[config.mk]
export PLATFORM = sky130hd
export DESIGN_NAME = antirrebote_ff
export DESIGN_NICKNAME = d
export VERILOG_FILES = /design/src/rtl/antirrebote_ff.sv
export SDC_FILE = /design/constraint.sdc
export NUM_CORES = 1
export LEC_CHECK = 0
export CAP_MARGIN = 10
export CELL_PAD_IN_SITES_DETAIL_PLACEMENT = 1
export CELL_PAD_IN_SITES_GLOBAL_PLACEMENT = 1
export CORE_ASPECT_RATIO = 1.75
export CORE_MARGIN = 2
export CORE_UTILIZATION = 35
export DETAILED_ROUTE_END_ITERATION = 10
export GPL_ROUTABILITY_DRIVEN = 0
export PLACE_DENSITY_LB_ADDON = 0.08
export SLEW_MARGIN = 20
export SYNTH_ARGS = -nofsm -noshare
export SYNTH_HDL_FRONTEND = slang
export SYNTH_SLANG_ARGS = --single-unit
[constraint.sdc]
create_clock -name clk -period 2.6 [get_ports clk]
set_input_delay 0.26 -clock clk [delete_from_list [all_inputs] [get_ports clk]]
set_output_delay 0.26 -clock clk [all_outputs]
set_load 0.01 [all_outputs]
[src/rtl/antirrebote_ff.sv]
// Multi-channel push-button debouncer: per-channel 2-flop synchroniser,
// enable-qualified sample history, and a registered output that moves only on a full run.

module antirrebote_lane #(
  parameter int SAMPLES = 4
) (
  input  logic clk,
  input  logic reset,
  input  logic boton,
  input  logic enable,
  output logic salida
);

  logic               s1_q, s1_d;
  logic               s2_q, s2_d;
  logic [SAMPLES-1:0] hist_q, hist_d;
  logic               sal_q, sal_d;

  always_comb begin
    s1_d   = boton;
    s2_d   = s1_q;
    hist_d = hist_q;
    sal_d  = sal_q;
    if (enable) begin
      hist_d = {hist_q[SAMPLES-2:0], s2_q};
      // The decision uses the history including this edge's sample
      if (&hist_d)       sal_d = 1'b1;
      else if (~|hist_d) sal_d = 1'b0;
    end
  end

  always_ff @(posedge clk or negedge reset) begin
    if (!reset) begin
      s1_q   <= 1'b0;
      s2_q   <= 1'b0;
      hist_q <= '0;
      sal_q  <= 1'b0;
    end else begin
      s1_q   <= s1_d;
      s2_q   <= s2_d;
      hist_q <= hist_d;
      sal_q  <= sal_d;
    end
  end

  assign salida = sal_q;

endmodule

module antirrebote_ff #(
  parameter int WIDTH   = 16,
  parameter int SAMPLES = 4
) (
  input  logic             clk,
  input  logic             reset,
  input  logic [WIDTH-1:0] botones,
  input  logic             enable,
  output logic [WIDTH-1:0] salida
);

  for (genvar i = 0; i < WIDTH; i++) begin : g_lane
    antirrebote_lane #(.SAMPLES(SAMPLES)) u_lane (
      .clk    (clk),
      .reset  (reset),
      .boton  (botones[i]),
      .enable (enable),
      .salida (salida[i])
    );
  end

endmodule

==> results of run 1 <==
==> sequential cells by signal, indices dropped and copies added (netlist names) <==
name	flops
g_lane.u_lane.hist_q	48
g_lane.u_lane.s1_q	16
g_lane.u_lane.s2_q	16
g_lane.u_lane.salida	16
==> cells in the final DEF, fill, tap and decap left out <==
cell type                         instances
sky130_fd_sc_hd__dlygate4sd3_1            1
sky130_fd_sc_hd__clkbuf_1                 1
sky130_fd_sc_hd__buf_2                    1
sky130_fd_sc_hd__clkdlybuf4s50_1         32
sky130_fd_sc_hd__a22o_1                  10
sky130_fd_sc_hd__buf_12                   1
sky130_fd_sc_hd__clkbuf_16                9
sky130_fd_sc_hd__clkbuf_8                 1
sky130_fd_sc_hd__a41o_1                  10
sky130_fd_sc_hd__a41oi_1                  6
sky130_fd_sc_hd__o22ai_1                  6
sky130_fd_sc_hd__bufinv_16                4
sky130_fd_sc_hd__clkinvlp_4               1
sky130_fd_sc_hd__o21ai_0                  6
sky130_fd_sc_hd__nand2_1                  6
sky130_fd_sc_hd__mux2_2                  42
sky130_fd_sc_hd__or4b_1                  10
sky130_fd_sc_hd__dfrtp_1                 96
sky130_fd_sc_hd__inv_1                   12
sky130_fd_sc_hd__buf_4                    6
sky130_fd_sc_hd__nor4b_1                  6
==> area by class of cell <==
cell class | count | area, µm² | share of cell area
repair buffers | 41 | 400 | 0.0925
multi-input cells | 102 | 956 | 0.221
inverters | 12 | 45.0 | 0.0104
clock buffers | 11 | 243 | 0.0561
flip-flops and latches | 96 | 2400 | 0.555
clock inverters | 5 | 128 | 0.0295
well taps | 125 | 156 | 0.0361
==> cell families (layout without fill, tap and decap cells) <==
| kind of cell | after synthesis | in the layout | synth area share |
|---|---|---|---|
| DFF | 96 | 96 | 0.673 |
| muxes | 42 | 42 | 0.132 |
| AOI/OAI and AO/OA | 38 | 38 | 0.0862 |
| buffers and inverters | 37 | 69 | 0.0592 |
| and+or+nand+nor | 22 | 22 | 0.0491 |
==> worst max-delay path by stage <==
stage / end / start
4_1_cts: salida[8] / g_lane[8].u_lane.salida
3_3_place_gp: g_lane[13].u_lane.salida / enable
5_1_grt: salida[11] / g_lane[11].u_lane.salida
3_5_place_dp: g_lane[10].u_lane.salida / enable
2_1_floorplan: g_lane[3].u_lane.salida / g_lane[3].u_lane.hist_q[0]
6_report: salida[8] / g_lane[8].u_lane.salida
==> per-stage QoR <==
stage	total power, mW	setup WS, ns	utilization
after floorplan	2.03	1.43	-
after global placement	2.18	0.910	0.399
after detailed placement	2.19	0.873	0.399
after CTS	3.82	1.03	0.437
after global routing	3.93	1.01	0.437
final	3.75	1.06	0.437
==> layer usage <==
layer  part of all wire  vias to the layer above  global-route usage  wire length, µm
met2               0.51                       26               0.198             2980
met5                  0                        -                   0                0
met4              0.027                        0              0.0678              156
met1               0.43                     1052               0.142             2530
li1                   -                      898                   -                -
met3              0.027                        9              0.0288              160
==> report_power, final <==
part / switching (mW) / internal [mW]
clock: 0.539 / 1.06
sequential: 0.126 / 1.66
combinational: 0.140 / 0.222
total: 0.805 / 2.95
==> impl.org, run 1 <==
** Critical path
- In this run the number of cells on the critical path is 1.
- In this run the critical register-to-register path is captured at g_lane[12].u_lane.salida.
- Arrival time at the worst endpoint :: roughly 1.3 ns
- Critical Path Start Type :: flop
- Data required time at the worst endpoint :: about 2.3 ns
- The largest individual stage delay along the critical path comes from the cell sky130_fd_sc_hd__clkdlybuf4s50_1.
- Kind of critical path :: flop to output pin
- Kind of cell adding the most delay to the critical path :: buffers and inverters
- Combined buffer and inverter count along the critical path :: 1
- Largest stage delay on the critical path :: 0.56 ns
- FF-to-FF Start :: g_lane[12].u_lane.hist_q[0]
- STA classifies the critical path endpoint as an output pin.
- In this run the register-to-register setup slack is about 1.4 ns.
- CP cell instances :: clkdlybuf4s50_1
- Along the worst path, the maximum fanout reaches 3.
- For the worst flop-to-flop path, the logic depth is 2.

** Power
- Leakage power total :: approximately 1.8 nW
- Power density of the placed cells :: 866 nW/µm²
- Peak supply drop :: roughly 0.43 mV

** Clock tree
- Number of buffers inserted to repair setup after CTS :: 0
- TritonCTS built the clock tree.
- The clock drives 96 sinks.
- Clock tree synthesis inserted a total of 9 buffers.
- The H-tree was split into 3 levels.
- After clock tree synthesis, the flow added hold-fix buffers numbering 1.
- Clock-pin slew was measured on the worst setup and hold paths at approximately 0.06 ns.
- CTS root buffer :: sky130_fd_sc_hd__clkbuf_16
- Skew-Pair Late Insertion Delay :: ~0.33 ns
- Number of buffers on the longest clock path :: 2
- In this run, post-CTS repair resized a total of 0 instances.

** Global routing
- The initial antenna violation count is 0.
- Total GRT Usage :: 0.120
- Entering global routing, the biggest net connects 70 pins.
- After global routing the overflow that remains totals 0.
- The first global-routing pass estimated 10200 µm of wire.
- The via count of the first global-routing pass was about 2100.

** Place
- Detailed placer's ending HPWL :: around 3600 µm
- In this run the tool buffered the top-level ports with 34 buffer cells.
- After detailed placement, the total cell area comes to between 3000 and 4000 µm².
- After detailed placement, the design holds a cell count of approximately 380.

** Layout
- Fraction of layout instances using a drive strength above 1 :: 0.243
- Number of nets in the finished design :: 281
- Fill cell instance count of the final layout :: just under 1000
- 0 antenna diodes ended up in the layout.
- Relative to the synthesized area, the layout overhead comes to 21.3%.
- After routing the design area is 4330 µm².
- Once layout is complete, the cells apart from fillers number between 300 and 400.

** Timing
- Period Utilization, post-route :: 0.591
- Max Clock Skew :: slightly above 0.007 ns
- Final hold vios :: 0
- The final-report max-slew violation count is 0.
- Setup repair after global routing missed its margin :: no
- In the final timing run, aggregate negative setup slack is 0 ns.
- Worst-margin pin slew :: around 0.66 ns
- The tightest hold path in the finished design has a slack of 0.350 ns.
- Post-route minimum period :: roughly 1.5 ns
- Final count of negative-setup-slack endpoints :: 0
- Derived from the worst setup path, the maximum achievable clock frequency is 651 MHz.
- The worst pin sits at a relative slew slack of 0.559.

** Synthesis
- The cell area that synthesis handed to floorplanning was 3570 µm².
- Library cells used by synthesis :: 14
- For this run, the number of Yosys warnings is 0.
- Yosys top cell by area :: sky130_fd_sc_hd__dfrtp_1
- Number of instances in the synthesized netlist :: roughly 240
- Number of enable flip-flop cells after synthesis :: 0
- Number of register bits inferred by synthesis :: 96
- Yosys top cell area share :: 0.673
- Among all flip-flop cells after synthesis, the most frequent one is sky130_fd_sc_hd__dfrtp_1.
- Most common cell in the netlist :: sky130_fd_sc_hd__dfrtp_1
- Top cells by instance count after synthesis :: sky130_fd_sc_hd__dfrtp_1 (96), sky130_fd_sc_hd__mux2_2 (42), sky130_fd_sc_hd__buf_4 (17)
- Ranked by total cell area, the synthesized netlist is headed by sky130_fd_sc_hd__dfrtp_1 (67%), sky130_fd_sc_hd__mux2_2 (13%), sky130_fd_sc_hd__buf_4 (3.6%).
- Avg Cell Area, Syn :: between 15 and 20 µm²
- Post-Synthesis Net Count :: 254
- The share of the Yosys chip area taken by registers is 0.673.
- For this run, asynchronously set or reset flops after synthesis account for 1.00.

** Die
- Chip width :: 80.3 µm
- FP Rows :: 48
- Die outline area :: around 11000 µm²
- In this run the vertical extent of the chip is 138 µm.
- The total area inside the core boundary comes to 9910 µm².
- Initial Util :: 0.360
- # IOs :: 35

** Job
- Max-cap violation count :: 0

** Detailed routing
- Vias post-DR :: slightly below 2000
- In the routed design, unresolved DRC markers number 0.
- The routed design has just under 6000 µm of wire.
- Average vias per placed instance :: around 5.1
- Dividing the detail-routed wire length by the instance count gives around 15 µm.
- For this run, the detailed router's first-pass iteration total came to 4.
- Violation count after the first detailed-routing iteration :: between 90 and 100
- Number of routed nets with antenna violations :: 0

** Hold path
- Startpoint of the most critical hold path :: g_lane[2].u_lane.s1_q
- Endpoint with the worst hold slack :: g_lane[2].u_lane.s2_q
- The worst hold path passes through 0 cells.
- The worst hold path belongs to the class flop to flop.

** Run status
- The run finished with clean final reports.
No activity file was read; power rests on OpenSTA's default activity.
==> run 2: changes to the inputs <==
- clock period: 2.6 -> 1.6 ns (I/O delays scaled with it)
==> run 2 against run 1 <==
Final cell count down 0.51%; non-clock buffer count down 1; setup slack worse by 0.91 ns; total power up 52%; clock skew up 0.0022 ns; largest power group unchanged; die area unchanged.
==> impl.org, run 2 (same netlist as run 1, synthesis figures left out) <==
** Run status
- Run status :: complete, no violations

** Global routing
- The maximum number of pins on one net before global-route repair came to 49 (-30%).
- The via count of the first global-routing pass is 2191 (+3.7%).
- Peak-usage layer in the global routing report :: met2
- The total global routing overflow was 0 (unchanged).
- The all-layer global routing usage is 0.129 (+0.00883).
- Initial antenna violation count :: 0 (unchanged)
- First-pass GRT wire length :: 10700 µm (+5.4%)
- The global routing usage on met3 was 0.0328 (+0.00393).
- The met2 track demand over resource was 0.215 (+0.0171).
- Global-route met1 utilization :: 0.145 (+0.00265)

** Layout
- Antenna Cells :: 0 (unchanged)
- The post-layout utilization of the core came to 0.434 (-0.00328).
- The number of flip-flops in the largest register came to 48 (unchanged).
- Compared with the post-synthesis result, the final layout area differs by 20.4%.
- Highest-count cells in the layout ignoring fill and taps :: sky130_fd_sc_hd__dfrtp_1 (96), sky130_fd_sc_hd__mux2_2 (42), sky130_fd_sc_hd__clkdlybuf4s50_1 (32)
- Commonest non-fill, non-tap cell in the layout :: sky130_fd_sc_hd__dfrtp_1
- Reg with most FFs :: g_lane.u_lane.hist_q
- The filler-free cell count of the finished design came to 390 (-0.51%).
- Fraction of layout instances using a drive strength above 1 :: 0.238 (-0.00571)
- The number of nets in the final layout was 280 (-0.36%).

** Critical path
- Critical Path Start Type :: flop
- Kind of end point of the critical path :: output pin
- Worst setup slack for register-to-register paths :: 0.36 ns (-1.01 ns)
- CP cell instances :: clkdlybuf4s50_1
- The data arrival time at the worst-slack endpoint came to 1.29 ns (about the same).
- The total buffers and inverters traversed by the critical path came to 1 (unchanged).
- In this design, the largest share of critical-path delay is due to buffers and inverters.
- Kind of critical path :: flop to output pin
- The maximum fanout count along the critical path was 3 (unchanged).
- Standard cell with the maximum stage delay on the critical path :: sky130_fd_sc_hd__clkdlybuf4s50_1
- The peak per-stage delay on the critical path came to 0.56 ns (about the same).
- The required time of the critical path came to 1.44 ns (-0.90 ns).

** Place
- The number of port buffers was 34 (unchanged).
- The number of placed instances, taps included was 374 (-0.27%).
- The HPWL after detailed placement was 3840 µm (+5.8%).

** Timing
- Dividing the final minimum period by the clock period gives 0.907.
- Post-route minimum period :: around 1.5 ns
- The setup TNS after final layout is 0 ns (unchanged).
- Highest achievable clock rate :: slightly below 700 MHz
- The count of final setup violators was 0 (unchanged).
- Setup repair after global routing missed its margin :: no
- The transition time of the tightest slew-check pin was 0.264 ns (-0.397 ns).
- Max Clock Skew :: 0.00928 ns (+0.00219 ns)
- The final-report max-slew violation count came to 0 (unchanged).
- Rel. slew slack :: 0.821 (+0.262)
- Final hold vios :: 0 (unchanged)

** Detailed routing
- Vias post-DR :: 1982 (-0.15%)
- First drt pass iteration count :: 3 (-1)
- Average vias per placed instance :: 5.08 (+0.36%)
- The total length of routed wires is 5900 µm (+1.3%).
- The average routed wire per standard cell came to 15.1 µm (+1.8%).
- Violation count after the first detailed-routing iteration :: 58 (-40%)
- Number of remaining DRC errors :: 0 (unchanged)
- Number of routed nets with antenna violations :: 0 (unchanged)

** Clock tree
- The maximum buffer depth of the clock tree is 2 (unchanged).
- In this run the clock root is driven by a sky130_fd_sc_hd__clkbuf_16.
- The number of buffers added to fix hold violations after cts was 1 (unchanged).
- The number of instances resized during post-cts repair came to 0 (unchanged).
- The TritonCTS sink count was 96 (unchanged).
- The post-CTS setup buffer count came to 0 (unchanged).
- Skew-Pair Late Insertion Delay :: 0.34 ns (about the same)
- Clock-pin transition on the worst setup and hold timing paths :: 0.06 ns (about the same)
- Num CTS Buffers :: 9 (unchanged)
- Clock tree from TritonCTS :: built
- The number of H-tree levels was 3 (unchanged).

** Die
- The vertical die dimension came to 138 µm (unchanged).
- The starting density of the core was 0.360 (unchanged).
- Chip width :: 80.3 µm (unchanged)
- FP Rows :: 48 (unchanged)
- The area of the core is 9910 µm² (unchanged).
- # IOs :: 35 (unchanged)
- The die area was 11100 µm² (unchanged).

** Power
- Power density of the placed cells :: 1330 nW/µm² (+53%)
- The worst ir drop on vdd is 0.764 mV (+79%).
- The leakage power total came to 1.82 nW (-1.0%).

** Hold path
- The min-delay analysis places its worst path in the category input port to asynchronous set/reset pin.

** Job
- Max-cap violation count :: 0 (unchanged)
==> run 2: cell count changes in the layout (fill, tap and decap cells not counted), sizes merged <==
cell	delta
clkbuf	+2
bufinv	-3
buf	-1
==> run 2: path summary, 6_finish.rpt <==
path,endpoint,cells past startpoint,from
worst max-delay path,salida[8],1,g_lane[8].u_lane.salida
worst min-delay path,g_lane[7].u_lane.s1_q,2,reset
worst max register to register,g_lane[6].u_lane.salida,2,g_lane[6].u_lane.hist_q[0]
worst min register to register,g_lane[6].u_lane.s2_q,0,g_lane[6].u_lane.s1_q
max in group asynchronous,g_lane[13].u_lane.hist_q[2],3,reset
min in group clk,g_lane[3].u_lane.s1_q,1,botones[3]
==> run 2: cell type report <==
| type | instances | area [µm²] |
|---|---|---|
| Clock inverter | 2 | 37.5 |
| Inverter | 12 | 45.0 |
| Timing Repair Buffer | 40 | 430 |
| Multi-Input combinational cell | 102 | 956 |
| Tap cell | 125 | 156 |
| Clock buffer | 13 | 270 |
| Fill cell | 1002 | 5610 |
| Sequential cell | 96 | 2400 |
==> run 2: per-stage QoR <==
stage / total power, mW / setup WS [ns] / cell area (µm²) / hold WS (ns)
2_1_floorplan: 3.30 / 0.431 / 3570 / -0.136
3_5_place_dp: 3.57 / 0.295 / 3980 / 0.0469
5_1_grt: 6.01 / 0.0836 / 4300 / 0.240
3_3_place_gp: 3.54 / 0.315 / 3980 / 0.0472
6_report: 5.70 / 0.149 / 4300 / 0.222
4_1_cts: 5.82 / 0.103 / 4300 / 0.220
==> run 2: power by group <==
| part | switching (mW) | internal [mW] | leakage [nW] |
|---|---|---|---|
| Combinational | 0.230 | 0.370 | 0.581 |
| Clock | 0.862 | 1.33 | 0.148 |
| Sequential | 0.205 | 2.70 | 1.09 |
==> run 2: layer usage <==
layer  vias up  part of all wire
met5         -                 0
met2        25              0.54
met3        13             0.028
met4         0             0.033
met1      1048              0.40
li1        896                 -
==> run 3: changes to the inputs <==
--- a/config.mk
+++ b/config.mk
@@ -11,5 +11,5 @@
 export CORE_ASPECT_RATIO = 1.75
 export CORE_MARGIN = 2
-export CORE_UTILIZATION = 35
+export CORE_UTILIZATION = 47
 export DETAILED_ROUTE_END_ITERATION = 10
 export GPL_ROUTABILITY_DRIVEN = 0
==> constraint.sdc (replaced) <==
create_clock -name clk -period 1.6 [get_ports clk]
set_input_delay 0.16 -clock clk [delete_from_list [all_inputs] [get_ports clk]]
set_output_delay 0.16 -clock clk [all_outputs]
set_load 0.1 [all_outputs]
==> run 3 against run 2 <==
Global-route usage is 3.1 points higher; total power up 4.9%; clock-buffer cell count fell by 3; clock skew shrank 0.0030 ns; via count down 0.91%; critical path type is now flop to flop; utilization increased by 15 points; sequential share of layout area down 1.0 points; register-to-register slack got worse by 0.05 ns; non-clock buffer count is 6 higher.
==> impl.org, run 3 (same netlist as run 1, synthesis figures left out) <==
** Critical path
- Data required time at the worst endpoint :: 1.83 ns (+0.39 ns)
- Combined buffer and inverter count along the critical path :: 0 (-1)
- The worst setup path is launched from a flop.
- In this run the critical register-to-register path is captured at g_lane[15].u_lane.salida.
- Worst-path maximum fanout :: 4 (+1)
- The register-to-register path setup slack is 0.31 ns (-0.05 ns).
- Kind of end point of the critical path :: flop
- FF-to-FF Start :: g_lane[15].u_lane.hist_q[0]
- Walking the worst path, the cells encountered are or4b_1, a22o_1.
- By startpoint and endpoint, the worst setup path is classified as flop to flop.
- Broken down by cell family, the worst path's largest delay share belongs to simple AND/OR/NAND/NOR gates.
- Arrival time at the worst endpoint :: 1.51 ns (+0.22 ns)
- Largest stage delay on the critical path :: 0.56 ns (about the same)
- Standard cell with the maximum stage delay on the critical path :: sky130_fd_sc_hd__or4b_1
- The path depth of the worst reg2reg path came to 2 (unchanged).

** Clock tree
- Num CTS Buffers :: 9 (unchanged)
- H-tree Lvls :: 3 (unchanged)
- The TritonCTS sink count came to 96 (unchanged).
- The tree is rooted in a sky130_fd_sc_hd__clkbuf_16.
- Skew-Pair Late Insertion Delay :: 0.34 ns (about the same)
- Number of buffers inserted to repair setup after CTS :: 0 (unchanged)
- Number of buffers on the longest clock path :: 2 (unchanged)
- The clock-pin slew on the worst setup and hold paths came to 0.06 ns (about the same).
- TritonCTS built the clock tree.

** Layout
- More flip-flops sit in one register than any other, and that register is g_lane.u_lane.hist_q.
- The number of flip-flops in the largest register is 48 (unchanged).
- Number of nets in the finished design :: 286 (+2.1%)
- The library cells used most frequently in the layout, excluding fill and tap cells, are sky130_fd_sc_hd__dfrtp_1 (96), sky130_fd_sc_hd__mux2_2 (42), sky130_fd_sc_hd__buf_12 (17).
- The post-layout utilization of the core was 0.587 (+0.153).
- Commonest non-fill, non-tap cell in the layout :: sky130_fd_sc_hd__dfrtp_1
- Antenna Cells :: 0 (unchanged)
- Fraction of layout instances using a drive strength above 1 :: 0.316 (+0.0784)
- Area growth from synthesis to layout :: 22.6%

** Power
- Combinational share of power :: 0.189 (+0.084)
- The worst ir drop on vdd is 0.978 mV (+28%).
- The clock group share of total power is 0.319 (-0.066).
- Power share of the sequential group :: 0.492 (-0.018)
- The switching part of the total power came to 0.292 (+0.0640).
- Internal power contribution :: 4.23 mW (-3.8%)
- Leakage power total :: 1.92 nW (+5.3%)
- The power density over cell area came to 1370 nW/µm² (+3.0%).
- P_sw :: 1.74 mW (+34%)

** Place
- The HPWL after detailed placement was 4020 µm (+4.7%).
- IO Port Bufs :: 34 (unchanged)

** Timing
- Post-route minimum period :: 1.29 ns (-0.166 ns)
- Setup repair after global routing missed its margin :: no
- Final count of negative-setup-slack endpoints :: 0 (unchanged)
- The transition time of the tightest slew-check pin came to 0.505 ns (+0.240 ns).
- Rel. slew slack :: 0.664 (-0.158)
- The final worst clock skew came to 0.00628 ns (-0.00300 ns).
- Final hold vios :: 0 (unchanged)
- Total count of max-transition violations in the final report :: 0 (unchanged)
- Final hold slack :: 0.252 ns (+0.0291 ns)
- The setup TNS after final layout is 0 ns (unchanged).
- Period Utilization, post-route :: 0.803 (-0.104)
- The maximum achievable frequency was 778 MHz (+13%).

** Detailed routing
- The average routed wire per standard cell came to 16.3 µm (+7.7%).
- First drt pass iteration count :: 4 (+1)
- The total number of vias came to 1964 (-0.91%).
- The per-cell via count in the routed design came to 5.46 (+7.3%).
- Number of remaining DRC errors :: 0 (unchanged)
- The iteration-0 DRC count of the detailed router is 83 (+43%).
- The post-detailed-route count of antenna-violating nets was 0 (unchanged).
- The total length of routed wires came to 5870 µm (-0.61%).

** Global routing
- Total GRT Usage :: 0.160 (+0.0308)
- The global routing usage on met3 is 0.0389 (+0.00615).
- Peak-usage layer in the global routing report :: met2
- Maximum number of pins on one net before global-route repair :: 40 (-18%)
- The met2 track demand over resource was 0.260 (+0.0453).
- Initial antenna violation count :: 0 (unchanged)
- First-pass GRT wire length :: 10100 µm (-5.2%)
- Number of global-route vias before repair :: 2075 (-5.3%)
- The total global routing overflow is 0 (unchanged).
- Global-route met1 utilization :: 0.192 (+0.0472)

** Die
- The number of rows in the core area came to 42 (-13%).
- # IOs :: 35 (unchanged)
- The die area came to 8340 µm² (-25%).
- The area of the core is 7460 µm² (-25%).
- Vertical die dimension :: 119 µm (-13%)
- Initial Util :: 0.478 (+0.118)
- The floorplan die width came to 69.9 µm (-13%).

** Job
- The number of maximum-capacitance violations came to 0 (unchanged).

** Run status
- The flow ran to the end, and the final reports show no timing, DRC or antenna violations.

** Hold path
- Min-delay worst type :: input port to asynchronous set/reset pin
==> run 3: cell count changes in the layout (fill, tap and decap cells not counted), sizes merged <==
| cell | before | now |
|---|---|---|
| clkinv | 0 | 5 |
| bufinv | 1 | 0 |
| buf | 7 | 29 |
| clkbuf | 13 | 10 |
| clkdlybuf4s50 | 32 | 16 |
==> run 3: cell type report <==
type	count	area, µm²
fill	695	3090
inverter	12	45.0
multi-input combinational	102	956
tap	88	110
clock buffer	10	229
sequential	96	2400
timing repair buffer	46	598
clock inverter	6	36.3
==> run 3: worst reg2reg max path, delay by kind of cell, from the launching register on <==
family           cells  cell delay, ns
AND/OR/NAND/NOR      1            0.56
flip-flops           1            0.41
AO/OA/AOI/OAI        1            0.20
==> run 3: routing by layer <==
metal / share of wire / wire length, µm
met5: 0 / 0
met4: 0.027 / 159
met3: 0.030 / 176
met2: 0.53 / 3090
met1: 0.42 / 2440
==> run 3: how the worst max path moves through the flow <==
stage,startpoint,end,slack (ns),cells past startpoint
2_1_floorplan,g_lane[3].u_lane.hist_q[0],g_lane[3].u_lane.salida,0.43,2
3_3_place_gp,enable,g_lane[13].u_lane.salida,0.19,4
3_5_place_dp,enable,g_lane[5].u_lane.salida,0.14,4
4_1_cts,g_lane[15].u_lane.hist_q[0],g_lane[15].u_lane.salida,0.30,2
5_1_grt,g_lane[15].u_lane.hist_q[0],g_lane[15].u_lane.salida,0.27,2
6_report,g_lane[15].u_lane.hist_q[0],g_lane[15].u_lane.salida,0.31,2
==> run 3: metrics by stage <==
| stage | setup slack [ns] | std cells | total power, mW | area (µm²) |
|---|---|---|---|---|
| 6_report | 0.314 | 360 | 5.98 | 4380 |
| 2_1_floorplan | 0.431 | 235 | 3.71 | 3570 |
| 3_3_place_gp | 0.185 | 343 | 4.09 | 4100 |
| 5_1_grt | 0.267 | 360 | 6.23 | 4380 |
| 3_5_place_dp | 0.145 | 343 | 4.13 | 4100 |
| 4_1_cts | 0.298 | 360 | 6.06 | 4380 |
==> run 3: repair_timing <==
item,4_1_cts,5_1_grt
resized for setup,0,0
hold endpoints to repair,20,0
hold buffers,1,0
==> run 3: power by group through the flow <==
| stage | clock network, mW | logic, mW | registers [mW] |
|---|---|---|---|
| finish | 1.91 | 1.13 | 2.94 |
| global route | 2.05 | 1.19 | 2.99 |
| CTS | 1.96 | 1.15 | 2.95 |
| detailed placement | 0 | 1.14 | 2.99 |
| global placement | 0 | 1.11 | 2.97 |
| floorplan | 0 | 0.831 | 2.88 |
